$ cat src/rtl/ex_stage.sv
// Execute stage: logic/shift/move ALU, HI/LO special registers and the EX/MEM
// write-back register with synchronous reset, flush and stall.
module ex_stage #(
  parameter int unsigned DATA_W     = 32,
  parameter int unsigned REG_ADDR_W = 5
) (
  input  logic                  clk,
  input  logic                  rst,
  input  logic                  stall_i,
  input  logic                  flush_i,
  input  logic [7:0]            alu_op_i,
  input  logic [2:0]            alu_sel_i,
  input  logic [DATA_W-1:0]     operand_1_i,
  input  logic [DATA_W-1:0]     operand_2_i,
  input  logic [REG_ADDR_W-1:0] reg_write_addr_i,
  input  logic                  reg_write_en_i,
  output logic [REG_ADDR_W-1:0] wb_addr_o,
  output logic                  wb_en_o,
  output logic [DATA_W-1:0]     wb_data_o,
  output logic [DATA_W-1:0]     hi_o,
  output logic [DATA_W-1:0]     lo_o
);

  localparam logic [7:0] ExeAndOp  = 8'b0010_0100;
  localparam logic [7:0] ExeOrOp   = 8'b0010_0101;
  localparam logic [7:0] ExeXorOp  = 8'b0010_0110;
  localparam logic [7:0] ExeNorOp  = 8'b0010_0111;
  localparam logic [7:0] ExeSllOp  = 8'b0111_1100;
  localparam logic [7:0] ExeSrlOp  = 8'b0000_0010;
  localparam logic [7:0] ExeSraOp  = 8'b0000_0011;
  localparam logic [7:0] ExeMovzOp = 8'b0000_1010;
  localparam logic [7:0] ExeMovnOp = 8'b0000_1011;
  localparam logic [7:0] ExeMfhiOp = 8'b0001_0000;
  localparam logic [7:0] ExeMthiOp = 8'b0001_0001;
  localparam logic [7:0] ExeMfloOp = 8'b0001_0010;
  localparam logic [7:0] ExeMtloOp = 8'b0001_0011;

  localparam logic [2:0] ExeResLogic = 3'b001;
  localparam logic [2:0] ExeResShift = 3'b010;
  localparam logic [2:0] ExeResMove  = 3'b011;

  logic [REG_ADDR_W-1:0] wb_addr_q, wb_addr_d;
  logic                  wb_en_q, wb_en_d;
  logic [DATA_W-1:0]     wb_data_q, wb_data_d;
  logic [DATA_W-1:0]     hi_q, hi_d;
  logic [DATA_W-1:0]     lo_q, lo_d;

  logic [DATA_W-1:0] result;
  logic [4:0]        shamt;
  logic              is_mthi, is_mtlo;

  assign shamt   = operand_1_i[4:0];
  assign is_mthi = (alu_op_i == ExeMthiOp);
  assign is_mtlo = (alu_op_i == ExeMtloOp);

  always_comb begin
    result = '0;
    case (alu_sel_i)
      ExeResLogic: begin
        case (alu_op_i)
          ExeOrOp:  result = operand_1_i | operand_2_i;
          ExeAndOp: result = operand_1_i & operand_2_i;
          ExeXorOp: result = operand_1_i ^ operand_2_i;
          ExeNorOp: result = ~(operand_1_i | operand_2_i);
          default:  result = '0;
        endcase
      end
      ExeResShift: begin
        case (alu_op_i)
          ExeSllOp: result = operand_2_i << shamt;
          ExeSrlOp: result = operand_2_i >> shamt;
          ExeSraOp: result = $signed(operand_2_i) >>> shamt;
          default:  result = '0;
        endcase
      end
      ExeResMove: begin
        // MOVN/MOVZ conditions are resolved in decode via reg_write_en_i.
        case (alu_op_i)
          ExeMfhiOp:            result = hi_q;
          ExeMfloOp:            result = lo_q;
          ExeMovnOp, ExeMovzOp: result = operand_1_i;
          default:              result = '0;
        endcase
      end
      default: result = '0;
    endcase
  end

  always_comb begin
    wb_addr_d = wb_addr_q;
    wb_en_d   = wb_en_q;
    wb_data_d = wb_data_q;
    hi_d      = hi_q;
    lo_d      = lo_q;
    if (rst) begin
      wb_addr_d = '0;
      wb_en_d   = 1'b0;
      wb_data_d = '0;
      hi_d      = '0;
      lo_d      = '0;
    end else if (flush_i) begin
      wb_addr_d = '0;
      wb_en_d   = 1'b0;
      wb_data_d = '0;
    end else if (!stall_i) begin
      wb_addr_d = reg_write_addr_i;
      wb_en_d   = reg_write_en_i & ~(is_mthi | is_mtlo);
      wb_data_d = result;
      if (is_mthi) hi_d = operand_1_i;
      if (is_mtlo) lo_d = operand_1_i;
    end
  end

  always_ff @(posedge clk) begin
    wb_addr_q <= wb_addr_d;
    wb_en_q   <= wb_en_d;
    wb_data_q <= wb_data_d;
    hi_q      <= hi_d;
    lo_q      <= lo_d;
  end

  assign wb_addr_o = wb_addr_q;
  assign wb_en_o   = wb_en_q;
  assign wb_data_o = wb_data_q;
  assign hi_o      = hi_q;
  assign lo_o      = lo_q;

endmodule

$ cat config.mk
export PLATFORM = sky130hd
export DESIGN_NAME = ex_stage
export DESIGN_NICKNAME = d
export VERILOG_FILES = /design/src/rtl/ex_stage.sv
export SDC_FILE = /design/constraint.sdc
export NUM_CORES = 1
export LEC_CHECK = 0
export BUFFER_PORTS_ARGS = -buffer_cell sky130_fd_sc_hd__buf_2
export CORE_MARGIN = 2
export CORE_UTILIZATION = 60
export CTS_CLUSTER_DIAMETER = 200
export DETAILED_ROUTE_END_ITERATION = 7
export MAX_ROUTING_LAYER = met4
export PLACE_DENSITY_LB_ADDON = 0.3
export SLEW_MARGIN = 0
export SYNTH_ARGS = -nofsm -noshare
export SYNTH_HDL_FRONTEND = slang
export SYNTH_SLANG_ARGS = --single-unit
export TNS_END_PERCENT = 50
$ cat constraint.sdc
create_clock -name clk -period 7.75 [get_ports clk]
set_clock_uncertainty 0.1 [all_clocks]
set_input_delay 1.9375 -clock clk [delete_from_list [all_inputs] [get_ports clk]]
set_output_delay 1.9375 -clock clk [all_outputs]
set_load 0.03 [all_outputs]
==> flow_metrics.tcl <==
set metrics [dict create \
    status "complete, but fails checks" \
    violations "design-rule violations" \
    io_pins 187 \
    ys.flop_type "dfxtp_1" \
    async_flop_share_pct 0 \
    numClockSinks 102 \
    cts_root_buf "clkbuf_16" \
    cp-start-kind "input port" \
    max_cap_viol_count 0 \
    cts.clk_slew.worst_paths_ps 80 \
    netlist_area_um2 10900 \
    finalSetupTns_ps 0 \
    grt_pass1_wl_mm 66.60 \
    syn2layout_area_growth_pct 10.65 \
    coreArea_um2 17900 \
    htree_num_levels 3 \
    start_util_pct 60.88 \
    routedWlPerCell_um 28.71 \
    hold_class "reg2reg" \
    antenna_found_initial 0 \
    via_per_inst 7.333 \
    power_w 0.001478 \
    startpoint "operand_1_i[0]" \
    syn_inst 1237 \
    worst_pin_slew_ps 1300 \
    vias 11430 \
    worstSetupEndpointType "flip-flop" \
    cts_resized 0 \
    setup_violations 0 \
    yosysUniqueCellTypes 79 \
    fin_util_pct 67.37 \
    cp.required_ps 7940 \
    place.gp.congestion 1.117 \
    drt-pass1-iter-count 8 \
    cts_tree "built" \
    drv_slew 0 \
    grt_max_degree 71 \
    critPathArrivalTime_ps 5130 \
    port_buffers 186 \
    ys_seq_elements 102 \
    nNetsFinal 1475 \
    critPathMaxFanout 46 \
    reg2reg_from "hi_o[21]" \
    cts_buffers 9 \
    dp_hpwl_mm 31.85 \
    drtAntennaViolNets 0 \
    synth_edf_count 0 \
    grtUsageTotal_pct 46.09 \
    period_needed_ps 4943 \
    ys_seq_area_share_pct 18.73 \
    clock_latency_ps 350 \
    syn_area_per_cell_um2 8.811 \
    layout-drive-gt1-share_pct 25.73 \
    vdd_ir_drop_max_v 0.0001233 \
    hold_viol 0 \
    die_w_um 138.8 \
    yosys_warnings 0 \
    syn_nets 1388 \
    drt_iter0_markers 1772 \
    overflow 0 \
    grt_pass1_vias 10400 \
    layout_common_cells "183 x buf_2, 147 x nor2_1, 130 x mux2i_1" \
    antenna_cells 0 \
    max_freq_mhz 202.3 \
    hp-start "wb_en_o" \
    holdBufCountCts 0 \
    leakage_nw 4.959 \
    fin_crit_sh_pct 63.78 \
    clockBufferDepth 2 \
    die_area_um2 19260 \
    drc 15 \
    final_common_cell "buf_2" \
    die_h_um 138.8 \
    max_slew_margin_pct 11.11 \
    layout_setup_ws_ps 2807 \
    drt-total-wl_mm 44.72 \
    powerDensity_nw_per_um2 122.5 \
    crit_type "in2reg" \
    rows 49 \
    rsz0062_at_grt "no" \
    post_cts_buffers 0 \
    fillers 1507 \
    dp_worst_setup_slack_ps 2696 \
]
[layer usage]
metal  GRT usage, %  routed length, um  vias up
li1               -                  -     4808
met2          67.80              19640      950
met3          12.74               6029      214
met1          59.32              16280     5453
met4          21.11               2771        0
met5              -                  0        -
[registers in the layout (all words and copies together), names as in the netlist]
| signal | count |
|---|---|
| lo_o | 32 |
| hi_o | 32 |
| wb_data_o | 32 |
| wb_addr_o | 5 |
| wb_en_o | 1 |
[metrics by stage]
| step | cell area, um2 | std cells | hold slack [ps] |
|---|---|---|---|
| final | 12060 | 1558 | 385.6 |
| after global placement | 11750 | 1542 | 361.5 |
| after detailed placement | 11750 | 1542 | 371.5 |
| after CTS | 12060 | 1558 | 390.0 |
| after global routing | 12060 | 1558 | 406.0 |
| after floorplan | 10900 | 1237 | 533.9 |
[area by class of cell]
| type | count | area, um2 | area share, % |
|---|---|---|---|
| multi-input cells | 933 | 8035 | 66.63 |
| inverters | 65 | 244.0 | 2.023 |
| well taps | 229 | 286.5 | 2.376 |
| clock buffers | 10 | 239.0 | 1.982 |
| flip-flops and latches | 102 | 2042 | 16.93 |
| clock inverters | 6 | 72.57 | 0.6017 |
| repair buffers | 213 | 1141 | 9.462 |
[cell usage after synthesis, types with 14 or more instances]
cell	number	share of area, %
nand2_1	75	2.6
a222oi_1	33	3.0
nor2_1	148	5.1
a21oi_1	35	1.6
a211oi_1	27	1.9
clkbuf_1	71	2.4
mux2i_1	130	12
o21ai_1	14	0.64
buf_2	41	1.9
xnor2_1	26	2.1
dfxtp_1	102	19
o211ai_1	22	1.5
a22oi_1	20	1.4
o21ai_0	53	2.4
ha_1	66	7.6
nand3_1	15	0.69
mux4_2	85	18
inv_1	61	2.1
nor3_1	22	1.0
[path summary, 6_finish.rpt]
kind | slack [ps] | endpoint | cells past startpoint
max | 2810 | wb_data_o[6] | 7
max reg2reg | 6140 | wb_data_o[21] | 3
min reg2reg | 390 | wb_en_o | 2
min | 390 | wb_en_o | 2
[cell families (layout without fill, tap and decap cells)]
kind of cell	Yosys count	in the layout	synth area share, %
AO/OA/AOI/OAI	283	283	18.72
adder cells (fa/ha/maj)	66	66	7.577
buffers and inverters	202	294	8.013
XOR/XNOR	32	32	2.571
AND/OR/NAND/NOR	329	329	14.05
flip-flops	102	102	18.73
multiplexers	223	223	30.33
[power breakdown]
group	total (W)	switching [W]	internal (W)
Clock	0.000481	0.000241	0.000239
Combinational	0.000471	0.000294	0.000177
Sequential	0.000526	0.000000801	0.000525
Total	0.00148	0.000536	0.000941
[critical path, stage by stage]
cell and delay, ps:
buf_4 490, inv_2 410, buf_4 350, mux2_2 310
a2111oi_0 1120, nor4_1 250, o21ai_1 190
(Power assumes the default switching activity.)
